===== src/rtl/router_pkt_fifo.sv =====
// Packet-aware output FIFO for one router destination channel: stores {sop, data},
// tracks packet boundaries from the header length on the read side, and can auto-flush on read starvation.
module router_pkt_fifo #(
    parameter int DATA_W    = 8,
    parameter int DEPTH     = 16,
    parameter int AF_THRESH = DEPTH - 2,
    parameter int TIMEOUT   = 30
) (
    input  logic                     clk,
    input  logic                     rstn,
    input  logic                     soft_rst,
    input  logic                     we,
    input  logic                     sop,
    input  logic [DATA_W-1:0]        din,
    input  logic                     re,
    output logic [DATA_W-1:0]        dout,
    output logic                     dout_valid,
    output logic                     dout_sop,
    output logic                     rd_eop,
    output logic [DATA_W-2:0]        rd_remain,
    output logic                     full,
    output logic                     empty,
    output logic                     almost_full,
    output logic [$clog2(DEPTH):0]   level,
    output logic                     ovf,
    output logic                     tmo
);
    localparam int AW = $clog2(DEPTH);
    localparam int RW = DATA_W - 1;
    localparam logic [AW:0]  PTR_ONE = (AW+1)'(1);
    localparam logic [RW-1:0] REM_ONE = RW'(1);
    localparam logic [31:0]  AF_U = AF_THRESH;

    logic [DATA_W:0]     mem [DEPTH];
    logic [AW:0]         wr_ptr_q, wr_ptr_d, rd_ptr_q, rd_ptr_d;
    logic [RW-1:0]       rd_remain_q, rd_remain_d;
    logic [DATA_W-1:0]   dout_q;
    logic                dout_valid_q, dout_sop_q, rd_eop_q, rd_eop_d, ovf_q;
    logic [DATA_W:0]     rd_word;
    logic                tmo_flush, flush, wr_acc, rd_acc;

    assign level       = wr_ptr_q - rd_ptr_q;
    assign empty       = (wr_ptr_q == rd_ptr_q);
    assign full        = (wr_ptr_q[AW] != rd_ptr_q[AW]) && (wr_ptr_q[AW-1:0] == rd_ptr_q[AW-1:0]);
    assign almost_full = (32'(level) >= AF_U);

    assign flush   = soft_rst || tmo_flush;
    assign wr_acc  = we && !full && !flush;
    assign rd_acc  = re && !empty && !flush;
    assign rd_word = mem[rd_ptr_q[AW-1:0]];

    always_comb begin
        wr_ptr_d    = wr_ptr_q;
        rd_ptr_d    = rd_ptr_q;
        rd_remain_d = rd_remain_q;
        rd_eop_d    = 1'b0;
        if (flush) begin
            wr_ptr_d    = '0;
            rd_ptr_d    = '0;
            rd_remain_d = '0;
        end else begin
            if (wr_acc)
                wr_ptr_d = wr_ptr_q + PTR_ONE;
            if (rd_acc) begin
                rd_ptr_d = rd_ptr_q + PTR_ONE;
                // Header reloads the count with payload length plus the trailing parity word
                if (rd_word[DATA_W])
                    rd_remain_d = RW'(rd_word[DATA_W-1:2]) + REM_ONE;
                else if (rd_remain_q != '0) begin
                    rd_remain_d = rd_remain_q - REM_ONE;
                    rd_eop_d    = (rd_remain_q == REM_ONE);
                end
            end
        end
    end

    always_ff @(posedge clk) begin
        if (!rstn) begin
            wr_ptr_q     <= '0;
            rd_ptr_q     <= '0;
            rd_remain_q  <= '0;
            dout_q       <= '0;
            dout_valid_q <= 1'b0;
            dout_sop_q   <= 1'b0;
            rd_eop_q     <= 1'b0;
            ovf_q        <= 1'b0;
        end else begin
            wr_ptr_q     <= wr_ptr_d;
            rd_ptr_q     <= rd_ptr_d;
            rd_remain_q  <= rd_remain_d;
            rd_eop_q     <= rd_eop_d;
            ovf_q        <= we && full;
            dout_valid_q <= rd_acc;
            dout_sop_q   <= rd_acc && rd_word[DATA_W];
            if (flush)
                dout_q <= '0;
            else if (rd_acc)
                dout_q <= rd_word[DATA_W-1:0];
        end
    end

    // Storage is never cleared; only the pointers decide what is valid
    always_ff @(posedge clk) begin
        if (rstn && wr_acc)
            mem[wr_ptr_q[AW-1:0]] <= {sop, din};
    end

    generate
        if (TIMEOUT > 0) begin : g_tmo
            localparam int TW = (TIMEOUT > 1) ? $clog2(TIMEOUT) : 1;
            logic [TW-1:0] tmo_cnt_q;
            logic          tmo_q, stall;

            assign stall     = !empty && !re;
            assign tmo_flush = stall && (tmo_cnt_q == TW'(TIMEOUT - 1));
            assign tmo       = tmo_q;

            always_ff @(posedge clk) begin
                if (!rstn) begin
                    tmo_cnt_q <= '0;
                    tmo_q     <= 1'b0;
                end else begin
                    tmo_q <= tmo_flush;
                    if (soft_rst || tmo_flush || !stall)
                        tmo_cnt_q <= '0;
                    else
                        tmo_cnt_q <= tmo_cnt_q + TW'(1);
                end
            end
        end else begin : g_no_tmo
            assign tmo_flush = 1'b0;
            assign tmo       = 1'b0;
        end
    endgenerate

    assign dout       = dout_q;
    assign dout_valid = dout_valid_q;
    assign dout_sop   = dout_sop_q;
    assign rd_eop     = rd_eop_q;
    assign rd_remain  = rd_remain_q;
    assign ovf        = ovf_q;
endmodule


===== config.mk =====
export PLATFORM = sky130hd
export DESIGN_NAME = router_pkt_fifo
export DESIGN_NICKNAME = d
export VERILOG_FILES = /design/src/rtl/router_pkt_fifo.sv
export SDC_FILE = /design/constraint.sdc
export NUM_CORES = 1
export LEC_CHECK = 0
export ABC_AREA = 1
export BUFFER_PORTS_ARGS = -buffer_cell sky130_fd_sc_hd__buf_2
export CAP_MARGIN = 15
export CORE_MARGIN = 2
export CORE_UTILIZATION = 61
export DETAILED_ROUTE_END_ITERATION = 10
export PLACE_DENSITY = 0.8
export RECOVER_POWER = 25
export SYNTH_ARGS = -nofsm -noshare
export SYNTH_HDL_FRONTEND = slang
export SYNTH_SLANG_ARGS = --single-unit
export TNS_END_PERCENT = 1

===== constraint.sdc =====
create_clock -name clk -period 3.74 [get_ports clk]
set_input_delay 0.187 -clock clk [delete_from_list [all_inputs] [get_ports clk]]
set_output_delay 0.187 -clock clk [all_outputs]
set_load 0.01 [all_outputs]

[After elaboration in Yosys (flattened, before gate mapping)]
Memories as Yosys holds them, arrays and structs flattened. A register that Yosys moved wholly into a read port is not among the register bits.
Cells that the tools add are included.
Operators by class
  $add $sub $neg: 6
  order comparisons: 1
  equality and inequality tests: 5
  muxes and demuxes: 6
  bitwise gates (word level): 3
  reduce and logical (&&, ||, !) cells: 23
Operators by type and width (count)
  $add 5x1->5 const B: 3
  $mux 7: 2
  $logic_and 1x1->1: 10
  $mux 4: 2
  $add 6x1->7 const B: 1
  $eq 7x1->1 const B: 1
  $reduce_bool 7->1: 1
  $sub 7x1->7 const B: 1
  $eq 5x5->1: 1
  $eq 5x5->1 const B: 1
  $ge 5x4->1 const B: 1
  $logic_not 1->1: 5
  $reduce_or 5->1: 1
  $sub 5x5->5: 1
  $eq 4x4->1: 1
  $reduce_or 2->1: 2
  $not 1->1: 3
  $logic_or 1x1->1: 2
  $mux 1: 2
  $reduce_and 2->1: 1
  $reduce_bool 2->1: 1
  $ne 1x1->1: 1
Storage, ports and cells
  register bits: 35
  bits in writable memories: 144
  input port bits: 14
  output and inout bits: 28
  logic and storage cells: 55
  memories kept: 1
Memory list
  mem: depth 16, bits a word 9, read ports 1, clocked after Yosys merged registers in 1, write ports 1, RTL line 34  | logic [DATA_W:0] mem [DEPTH];

[Longest topological paths before layout]
Gate-level depths: netlist (run 1).
  word-level depth: 10
  gate-level depth with buffers: 15
  depth with buffers taken out: 13

[Worst setup path before layout (run 1)]
No wires, ideal clock.
  path type: register to register
  start point: register wr_ptr_q[0]
  end point: memory mem[15][0] (netlist bit), enable pin
  setup time: 0.387 ns
  arrival time: 2.299 ns
  required time: 3.353 ns
  path slack: 1.055 ns
  stages on the path, launching flop included: 11
  path buffers: 0
  clock period less this slack: 2.685 ns
  cell sequence: dfxtp_1 inv_1 ha_1 nand4_1 nor2_2 nor2_2 nand4_4 nand4_2 nor2_2 inv_2 nor3_1
Between the ends
  cells in the longest elaborated chain, start to end: 10
  elaborated cells on any way between the ends: 14
  classes of those cells: eq/ne: 2; mux: 2; reduce/logical: 10
Ends and longest elaborated chain
  start, declared: RTL line 35  | logic [AW:0] wr_ptr_q, wr_ptr_d, rd_ptr_q, rd_ptr_d;
  start signal, assigned: RTL line 88  | wr_ptr_q <= wr_ptr_d;
  $eq 5x5->1: RTL line 43  | assign empty = (wr_ptr_q == rd_ptr_q);
  named net empty: RTL line 22  | output logic empty,
  $logic_not 1->1: RTL line 114  | assign stall = !empty && !re;
  $logic_and 1x1->1: RTL line 114
  $logic_and 1x1->1: RTL line 115  | assign tmo_flush = stall && (tmo_cnt_q == TW'(TIMEOUT - 1));
  $logic_or 1x1->1: RTL line 47  | assign flush = soft_rst || tmo_flush;
  $logic_not 1->1: RTL line 48  | assign wr_acc = we && !full && !flush;
  $logic_and 1x1->1: RTL line 48
  $logic_and 1x1->1: RTL line 104  | if (rstn && wr_acc)
  $mux 1: RTL line 104
  $mux 1 (not written as such): RTL line 105  | mem[wr_ptr_q[AW-1:0]] <= {sop, din};
  end, declared: RTL line 34
The timed path passes the listed nets, and every way through them passes these cells.

[Worst setup path after layout (run 1)]
  start point: register wr_ptr_q[0]
  end point: memory mem[10][5] (netlist bit), enable pin
Between the ends
  cells in the longest elaborated chain, start to end: 10
  elaborated cells on any way between the ends: 14
  classes of those cells: eq/ne: 2; mux: 2; reduce/logical: 10
Ends and longest elaborated chain (RTL line)
  $eq 5x5->1: 43
  $logic_not 1->1: 114
  $logic_and 1x1->1: 114
  $logic_and 1x1->1: 115
  $logic_or 1x1->1: 47
  $logic_not 1->1: 48
  $logic_and 1x1->1: 48
  $logic_and 1x1->1: 104
  $mux 1: 104
  $mux 1 (not written as such): 105
Several ways; a longest one is shown, not always the timed one.

==> summary by stage, run 1 <==
Timing
The worst slew margin relative to its limit is 32.6%. The fraction of the cycle the final worst path needs is 79.6%. The final count of hold timing violations is 0. The accumulated negative setup slack is 0 ns.

The worst-margin pin slew is 1.01 ns. The worst path meets setup with 0.762 ns of slack. Timing would allow up to 336 MHz.

Setup repair after global routing left no endpoint under its margin. The minimum clock period after layout is 2.98 ns. The setup-violating endpoint count in the final report is 0. Clock skew on the completed layout was measured at 0.00494 ns. The number of pins with negative max-slew slack in the final report was 0.

Logic synthesis
The post-synth design cell area is 7940 sq um. Sorting the synthesized cells by area gives the leading types as sky130_fd_sc_hd__edfxtp_1 54%, sky130_fd_sc_hd__dfxtp_1 9.8%, sky130_fd_sc_hd__nand2_1 7.0%. The number of flops mapped to enable cells by yosys is 144.

By instance count, the leading cell after synthesis is sky130_fd_sc_hd__nand2_1. The register bit total from synthesis is 183. The largest family of logic cells by synthesized area is simple AND/OR/NAND/NOR gates. The cell type with the highest aggregate area in the netlist is sky130_fd_sc_hd__edfxtp_1.

Among all flip-flop cells after synthesis, the most frequent one is sky130_fd_sc_hd__edfxtp_1. The post-synthesis xor/xnor area fraction is 1.42%. The share of Yosys cell area claimed by the top area cell type is 54.5%. The synthesized net count is 784. Each instance of the synthesized netlist takes up on average 10.5 sq um. After synthesis, the share of flip-flops with an asynchronous set or reset is 0%. Summing the areas of all compound-gate instances in the mapped netlist gives 7.40% of the synthesized area.

Yosys mapped the design onto 38 distinct sky130hd cell types. The synthesized netlist devotes 2.46% of its cell area to adder and majority cells. Summing the sequential cell areas from Yosys gives 64.3% of the chip area. Counting instances in the post-synthesis netlist gives the leading cell types as 149 x sky130_fd_sc_hd__nand2_1, 144 x sky130_fd_sc_hd__edfxtp_1, 87 x sky130_fd_sc_hd__nor2_1, 74 x sky130_fd_sc_hd__inv_1, 68 x sky130_fd_sc_hd__nand3_1. The share of synthesized cell area in and, or, nand and nor gates is 18.0%. After synthesis, the share of cell area in mux cells is 0%.

The synthesized instance count is 755. For this run, the number of Yosys warnings is 0.

Cells and area
Counting the fill cells in the layout gives 951. The combined flip-flop and latch cell area is 5110 sq um. After the last flow step, the layout net total stands at 822.

The diode insertion count for antenna repair is 0. The growth of design area from synthesis to finish is 10.7%. The layout cell share with drive strength beyond 1 is 12.9%. Summing all multi-input logic gate instances after layout gives 2320 sq um.

The finished layout cell area is 8780 sq um.

Floorplanning
Row generation in the floorplan step produced 41 rows. The die is 118 um wide. The height of the chip is 118 um. The initial utilization of the core area, before any placement, comes to 62.6%. The floorplan step defined a die boundary enclosing 13900 sq um. In this run the count of I/O pins placed on the die edge is 42.

The core region is 12700 sq um.

Critical path
The capturing element type of the critical path is a flop. The critical path startpoint is wr_ptr_q[0]. The worst setup path is of the flop to flop kind.

In this run the worst setup path terminates at mem[10][5]. The reg-to-reg endpoint is mem[10][5]. The reg2reg setup slack is 0.76 ns. The critical path startpoint category is a flop. The arrival time of data at the critical path endpoint is 3.04 ns. The maximum fanout count along the critical path is 9. The worst register-to-register path begins at wr_ptr_q[0]. The cell depth of the worst flop-to-flop path is 10. For the worst setup path, the data required time is 3.80 ns.

Place
The cell area after placement is 8220 sq um. Once detailed placement completed, the half-perimeter wirelength came to 11600 um. The pre-CTS setup slack is 0.769 ns. The congestion estimate from routability-driven global placement came to 0.947. Port buffering added 41 buffers.

Clock network
Gates resized during post-CTS repair numbered 0. The later-pin clock latency in the skew report is 0.43 ns. The longest clock path from root to sink contains 2 buffers. CTS saw 183 sinks. The total CTS buffers is 17. TritonCTS built the clock tree. The root buffer cell is sky130_fd_sc_hd__clkbuf_16. The CTS H-tree depth is 4. After clock tree synthesis, the clock-pin slew on the worst setup and hold paths is 0.07 ns.

Power and ir drop
The power per cell area is 455 nW/um^2. After layout, the design draws a total of 0.00399 W. In this run the static leakage power is 3.47 nW. The highest ir drop seen on vdd is 0.320 mV.

Global routing
The initial antenna violation count came to 0. The remaining global-route overflow is 0. The first-pass GRT wire length is 28200 um.

The via count of the first global-routing pass is 5272. In the global route stage, overall resource usage came out at 26.7%. The largest net degree at the start of global routing is 79.

Drt
The number of detailed-routing iterations run before antenna repair is 6. Once detail routing completed, the nets flagged for antenna violations numbered 0. The count of unresolved DRC violations after routing is 0. Dividing the detail-routed wire length by the instance count gives 18.2 um. The number of vias per cell is 5.70. The final routed wirelength across all metal layers is 17800 um. The initial DRC count is 686.

The number of vias in the routed layout is 5578.

Worst hold path
The path class of the tightest hold or removal check is input pin to flop. The worst hold path begins at we.

Run status
The run finished with clean final reports.

Flow run
The tool flagged a number of max-cap violations equal to 0.
[worst min path at each step]
| stage | to | slack (ns) | cells after the start |
|---|---|---|---|
| 2_1_floorplan | mem[0][0] | 0.29 | 0 |
| 3_3_place_gp | ovf | 0.43 | 3 |
| 3_5_place_dp | ovf | 0.45 | 3 |
| 4_1_cts | ovf | 0.009 | 3 |
| 5_1_grt | ovf | 0.05 | 3 |
| 6_report | ovf | 0.01 | 3 |
[power by group]
group | switching (W) | leakage (nW) | internal, W
sequential | 0.00000378 | 1.61 | 0.00220
combinational | 0.0000890 | 1.60 | 0.0000282
clock | 0.000800 | 0.263 | 0.000875
[routing by layer]
layer  vias up  GRT usage [%]  routed length (um)  share of wire, %
li1       2636              -                   -                 -
met4         0           10.8                 493               2.8
met1      2630           36.8                7420                42
met3        42           5.67                1470               8.2
met5         -              0                   0                 0
met2       270           41.8                8460                47
[sequential cells by signal (all words and copies together) (netlist names), named ones only]
signal / count
mem: 144
wr_ptr_q: 5
rd_remain: 7
tmo: 1
dout: 8
rd_ptr_q: 5
g_tmo.tmo_cnt_q: 5
dout_sop: 1
rd_eop: 1
dout_valid: 1
ovf: 1
[layout make-up]
type / instances / share of cell area (%)
Clock buffer: 17 / 4.84
Timing Repair Buffer: 51 / 3.12
Clock inverter: 15 / 1.52
Tap cell: 172 / 2.45
Inverter: 81 / 3.46
Sequential cell: 183 / 58.1
Multi-Input combinational cell: 459 / 26.5
[what timing repair did]
action                                 CTS  global route
setup buffers                            0             0
setup endpoints to repair                0             0
hold buffers                             1             0
endpoints found under the hold margin    1             0
[layout by cell type (no fill, tap or decap), types with 14 or more instances in the layout]
master and instances:
sky130_fd_sc_hd__dfxtp_1 38, sky130_fd_sc_hd__edfxtp_1 144, sky130_fd_sc_hd__nand2_1 149, sky130_fd_sc_hd__ha_1 14, sky130_fd_sc_hd__a21oi_1 18, sky130_fd_sc_hd__nand3_1 68
sky130_fd_sc_hd__clkbuf_16 17, sky130_fd_sc_hd__buf_2 34, sky130_fd_sc_hd__inv_1 74, sky130_fd_sc_hd__nor2_1 87, sky130_fd_sc_hd__o211ai_1 16, sky130_fd_sc_hd__o21ai_0 44
[worst max-delay path, stage by stage (launching register included)]
cell	delay [ns]
sky130_fd_sc_hd__dfxtp_1	0.39
sky130_fd_sc_hd__inv_1	0.12
sky130_fd_sc_hd__ha_1	0.31
sky130_fd_sc_hd__nand4_1	0.13
sky130_fd_sc_hd__nor2_2	0.18
sky130_fd_sc_hd__nor2_2	0.07
sky130_fd_sc_hd__nand4_4	0.08
sky130_fd_sc_hd__nand4_2	0.20
sky130_fd_sc_hd__nor2_2	0.26
sky130_fd_sc_hd__nand2_1	0.23
sky130_fd_sc_hd__nor2_1	0.62
[per-stage QoR]
| stage | hold slack [ns] | instances | utilization, % |
|---|---|---|---|
| after global placement | 0.426 | 945 | 64.9 |
| after detailed placement | 0.449 | 945 | 64.9 |
| final | 0.0131 | 978 | 69.3 |
| after CTS | 0.00884 | 978 | 69.4 |
| after global routing | 0.0527 | 978 | 69.3 |
| after floorplan | 0.286 | 755 | - |
[cell families after synthesis]
group                    after synthesis
AND/OR/NAND/NOR                      331
XOR/XNOR                              12
AO/OA/AOI/OAI                        101
adder cells (fa/ha/maj)               15
buffers and inverters                113
flip-flops                           183
No activity file was read; power rests on OpenSTA's default activity.
==> run 2, diff against run 1 <==
--- a/config.mk
+++ b/config.mk
@@ -5,13 +5,13 @@
 export SDC_FILE = /design/constraint.sdc
 export NUM_CORES = 1
 export LEC_CHECK = 0
-export ABC_AREA = 1
+export ABC_AREA = 0
 export BUFFER_PORTS_ARGS = -buffer_cell sky130_fd_sc_hd__buf_2
 export CAP_MARGIN = 15
 export CORE_MARGIN = 2
-export CORE_UTILIZATION = 61
+export CORE_UTILIZATION = 60
 export DETAILED_ROUTE_END_ITERATION = 10
-export PLACE_DENSITY = 0.8
+export PLACE_DENSITY = 0.79
 export RECOVER_POWER = 25
 export SYNTH_ARGS = -nofsm -noshare
 export SYNTH_HDL_FRONTEND = slang
==> constraint.sdc (replaced) <==
create_clock -name clk -period 3.1 [get_ports clk]
set_input_delay 0.155 -clock clk [delete_from_list [all_inputs] [get_ports clk]]
set_output_delay 0.155 -clock clk [all_outputs]
set_load 0.01 [all_outputs]
==> summary by stage, run 2 <==
Timing
The worst slew margin relative to its limit is 54.2% (was 32.6%). The fraction of the cycle the final worst path needs is 87.3% (was 79.6%). The setup-violating endpoint count in the final report came to 0 (unchanged). The accumulated negative setup slack came to 0 ns (unchanged).

RSZ-0062 raised after global routing: false (unchanged). The worst-margin pin slew is 0.687 ns (was 1.01 ns). The minimum clock period after layout is 2.71 ns (was 2.98 ns). The peak clock frequency supported by timing is 370 MHz (was 336 MHz). The number of pins with negative max-slew slack in the final report is 0 (unchanged). The worst setup skew after layout is 0.00767 ns (was 0.00494 ns). The final count of hold timing violations is 0 (unchanged).

Logic synthesis
The area share of fa/ha/maj cells after synthesis is 2.57% (was 2.46%). The synthesized net count is 497 (was 784). The proportion of register bits with asynchronous set or reset after synthesis is 0% (unchanged). The leading cell type by number of instances after synthesis is sky130_fd_sc_hd__edfxtp_1 (was sky130_fd_sc_hd__nand2_1). The post-synth design cell area came to 7610 sq um (was 7940 sq um). The register area share after synthesis is 67.1% (was 64.3%). The mean instance size in the synthesized netlist was 16.3 sq um (was 10.5 sq um).

The share of Yosys cell area claimed by the top area cell type was 56.8% (was 54.5%). Area contributors post-synth: sky130_fd_sc_hd__edfxtp_1 57%, sky130_fd_sc_hd__dfxtp_1 10%, sky130_fd_sc_hd__mux4_1 6.9% (was sky130_fd_sc_hd__edfxtp_1 54%, sky130_fd_sc_hd__dfxtp_1 9.8%, sky130_fd_sc_hd__nand2_1 7.0%). The synthesized instance count was 468 (was 755). The largest family of logic cells by synthesized area is multiplexers (was simple AND/OR/NAND/NOR gates). The number of flops mapped to enable cells by yosys is 144 (unchanged). The share of cell area taken by muxes after synthesis was 13.2% (was 0%). The post-synthesis xor/xnor area fraction came to 2.07% (was 1.42%). The area fraction in compound gates after synthesis came to 3.77% (was 7.40%). The number of warnings printed during yosys synthesis was 0 (unchanged). Leading post-synthesis cells by instance count: 144 x sky130_fd_sc_hd__edfxtp_1, 41 x sky130_fd_sc_hd__nand2_1, 41 x sky130_fd_sc_hd__nor2_1, 39 x sky130_fd_sc_hd__dfxtp_1, 20 x sky130_fd_sc_hd__mux4_1 (was 149 x sky130_fd_sc_hd__nand2_1, 144 x sky130_fd_sc_hd__edfxtp_1, 87 x sky130_fd_sc_hd__nor2_1, 74 x sky130_fd_sc_hd__inv_1, 68 x sky130_fd_sc_hd__nand3_1). The register bit total from synthesis is 183 (unchanged).

The dominant register cell in the synthesized netlist was sky130_fd_sc_hd__edfxtp_1 (unchanged). The unique cell type count in the Yosys netlist is 49 (was 38). The share of synthesized cell area in and, or, nand and nor gates is 8.08% (was 18.0%).

The cell type with the highest aggregate area in the netlist is sky130_fd_sc_hd__edfxtp_1 (unchanged).

Clock network
The clock transition at the registers of the reported paths is 0.06 ns (was 0.07 ns). The root buffer cell is sky130_fd_sc_hd__clkbuf_16 (unchanged). The post-cts gate resize count was 0 (unchanged). The CTS H-tree depth is 4 (unchanged). The number of sinks handled by clock tree synthesis came to 183 (unchanged). The maximum count of clock buffers along a single path is 2 (unchanged). The clock tree from TritonCTS was done (unchanged). The buffer count from post-CTS setup fixing is 0 (unchanged). The total CTS buffers was 17 (unchanged). The later-pin clock latency in the skew report is 0.43 ns (about the same).

Worst hold path
The classification of the worst-slack hold path is input pin to flop (unchanged).

Critical path
The cell type group with the largest total delay on the critical path is simple AND/OR/NAND/NOR gates (unchanged). Sequence of cells on the critical path: inv_1 > ha_1 > nand4_1 > o211ai_1 > nand3_1 > nor2_1 > nand2_1 > nor3_1 > buf_4 (was inv_1 > ha_1 > nand4_1 > nor2_2 > nor2_2 > nand4_4 > nand4_2 > nor2_2 > nand2_1 > nor2_1). The critical path startpoint category is a flop (unchanged).

The kind of critical path is flop to flop (unchanged). The maximum fanout count along the critical path is 9 (unchanged). The capturing element type of the critical path is a flop (unchanged).

The stage delay of the slowest cell on the critical path is 0.41 ns (was 0.62 ns). The arrival time of data at the critical path endpoint is 2.84 ns (was 3.04 ns). The count of buffer and inverter cells on the critical path is 2 (was 1). The slowest library cell on the worst path is sky130_fd_sc_hd__dfxtp_1 (was sky130_fd_sc_hd__nor2_1). The required time reported for the critical path endpoint was 3.23 ns (was 3.80 ns).

Floorplanning
The initial core utilization is 60.8% (was 62.6%). The row count is 41 (unchanged). The number of primary I/O pins is 42 (unchanged). The die area is 13600 sq um (was 13900 sq um). The die width is 117 um (was 118 um). The height of the chip is 117 um (was 118 um). The core area is 12500 sq um (was 12700 sq um).

Cells and area
The most common cell after layout, fill and taps aside is sky130_fd_sc_hd__edfxtp_1 (was sky130_fd_sc_hd__nand2_1). Commonest cells after routing, fill and taps aside: 144 x sky130_fd_sc_hd__edfxtp_1, 41 x sky130_fd_sc_hd__nand2_1, 41 x sky130_fd_sc_hd__nor2_1, 38 x sky130_fd_sc_hd__dfxtp_1, 35 x sky130_fd_sc_hd__buf_2 (was 149 x sky130_fd_sc_hd__nand2_1, 144 x sky130_fd_sc_hd__edfxtp_1, 87 x sky130_fd_sc_hd__nor2_1, 74 x sky130_fd_sc_hd__inv_1, 68 x sky130_fd_sc_hd__nand3_1). The growth of design area from synthesis to finish is 13.6% (was 10.7%). The diode insertion count for antenna repair came to 0 (unchanged). The post-route core utilization is 69.1% (was 69.3%).

The number of nets in the finished design is 567 (was 822). The flip-flop count of the largest register after layout was 144 (unchanged). The layout cell share with drive strength beyond 1 is 22.3% (was 12.9%). The finished layout cell area came to 8640 sq um (was 8780 sq um).

Run status
Outcome: completed (unchanged).

Drt
The number of detailed-routing iterations run before antenna repair came to 5 (was 6). The number of vias in the routed layout is 4336 (was 5578). The final routed wirelength across all metal layers came to 15500 um (was 17800 um). The count of nets left with antenna violations after detail routing is 0 (unchanged). The wire length per cell is 21.5 um (was 18.2 um). The number of vias per cell is 6.00 (was 5.70). The initial DRC count is 487 (was 686). The count of unresolved DRC violations after routing was 0 (unchanged).

Power and ir drop
The power per cell area is 562 nW/um^2 (was 455 nW/um^2). The post-route total power is 0.00485 W (was 0.00399 W). The leakage component of the power is 2.99 nW (was 3.47 nW). The highest ir drop seen on vdd was 0.392 mV (was 0.320 mV).

Flow run
The max-cap violation count is 0 (unchanged).

Global routing
The remaining global-route overflow was 0 (unchanged). The first-pass GRT wire length came to 22900 um (was 28200 um). The initial antenna violation count is 0 (unchanged). The via count of the first global-routing pass is 4099 (was 5272). The largest net degree at the start of global routing is 35 (was 79). The global-route usage over all layers is 24.0% (was 26.7%).

Place
The final weighted congestion of routability-driven global placement is 0.856 (was 0.947). The cell area after placement is 8050 sq um (was 8220 sq um). The placed wire-length estimate was 9800 um (was 11600 um). The number of buffer cells added on primary ports is 41 (unchanged).
-- run 2: repair_timing --
item	in CTS	in global routing
setup endpoints to repair	0	0
endpoints found under the hold margin	1	0
hold buffers	2	0
-- run 2: cells by family after synthesis --
logic type | Yosys count
mux | 44
xor+xnor | 18
flops | 183
fa+ha+maj | 15
simple gates | 131
buf+inv | 35
compound gates | 42
-- run 2: per-layer routing --
| layer | routed length (um) | up-vias | share of wire (%) | GRT usage (%) |
|---|---|---|---|---|
| met5 | 0 | - | 0 | 0 |
| met1 | 6460 | 2173 | 42 | 32.4 |
| met2 | 7570 | 186 | 49 | 38.5 |
| li1 | - | 1946 | - | - |
| met4 | 384 | 0 | 2.5 | 9.73 |
| met3 | 1100 | 31 | 7.1 | 5.45 |
-- run 2: area by class of cell --
type	count	area, sq um
flip-flops and latches	183	5110
fillers	859	3870
multi-input cells	250	2260
clock buffers	18	429
repair buffers	71	428
well taps	172	215
clock inverters	14	151
inverters	15	56.3
-- run 2: worst reg2reg max path: cells and delay by family (launching register included) --
kind                     cells  cell delay (ns)
AND/OR/NAND/NOR              5             1.01
flip-flops                   1             0.41
buffers and inverters        2             0.37
adder cells (fa/ha/maj)      1             0.31
AO/OA/AOI/OAI                1             0.31
-- run 2: through the flow --
step                setup WS (ns)  std cells  hold WS [ns]
CTS                         0.397        723        0.0153
global placement            0.511        689         0.408
detailed placement          0.413        689         0.406
floorplan                   0.191        468         0.254
finish                      0.394        723        0.0237
global route                0.221        723        0.0466
-- run 2: final timing paths --
check | start | endpoint | slack (ns) | depth (start not counted)
setup reg to reg | wr_ptr_q[0] | mem[0][0] | 0.39 | 9
hold / removal | rstn | dout_valid | 0.02 | 3
hold reg to reg | dout[4] | dout[4] | 0.46 | 2
setup / recovery | wr_ptr_q[0] | mem[0][0] | 0.39 | 9
-- run 2: power by group --
group          internal (W)  leakage, nW  total (W)  switching (W)
clock               0.00119        0.277    0.00211       0.000914
combinational     0.0000303         1.10  0.0000962      0.0000660
sequential          0.00265         1.61    0.00265     0.00000367
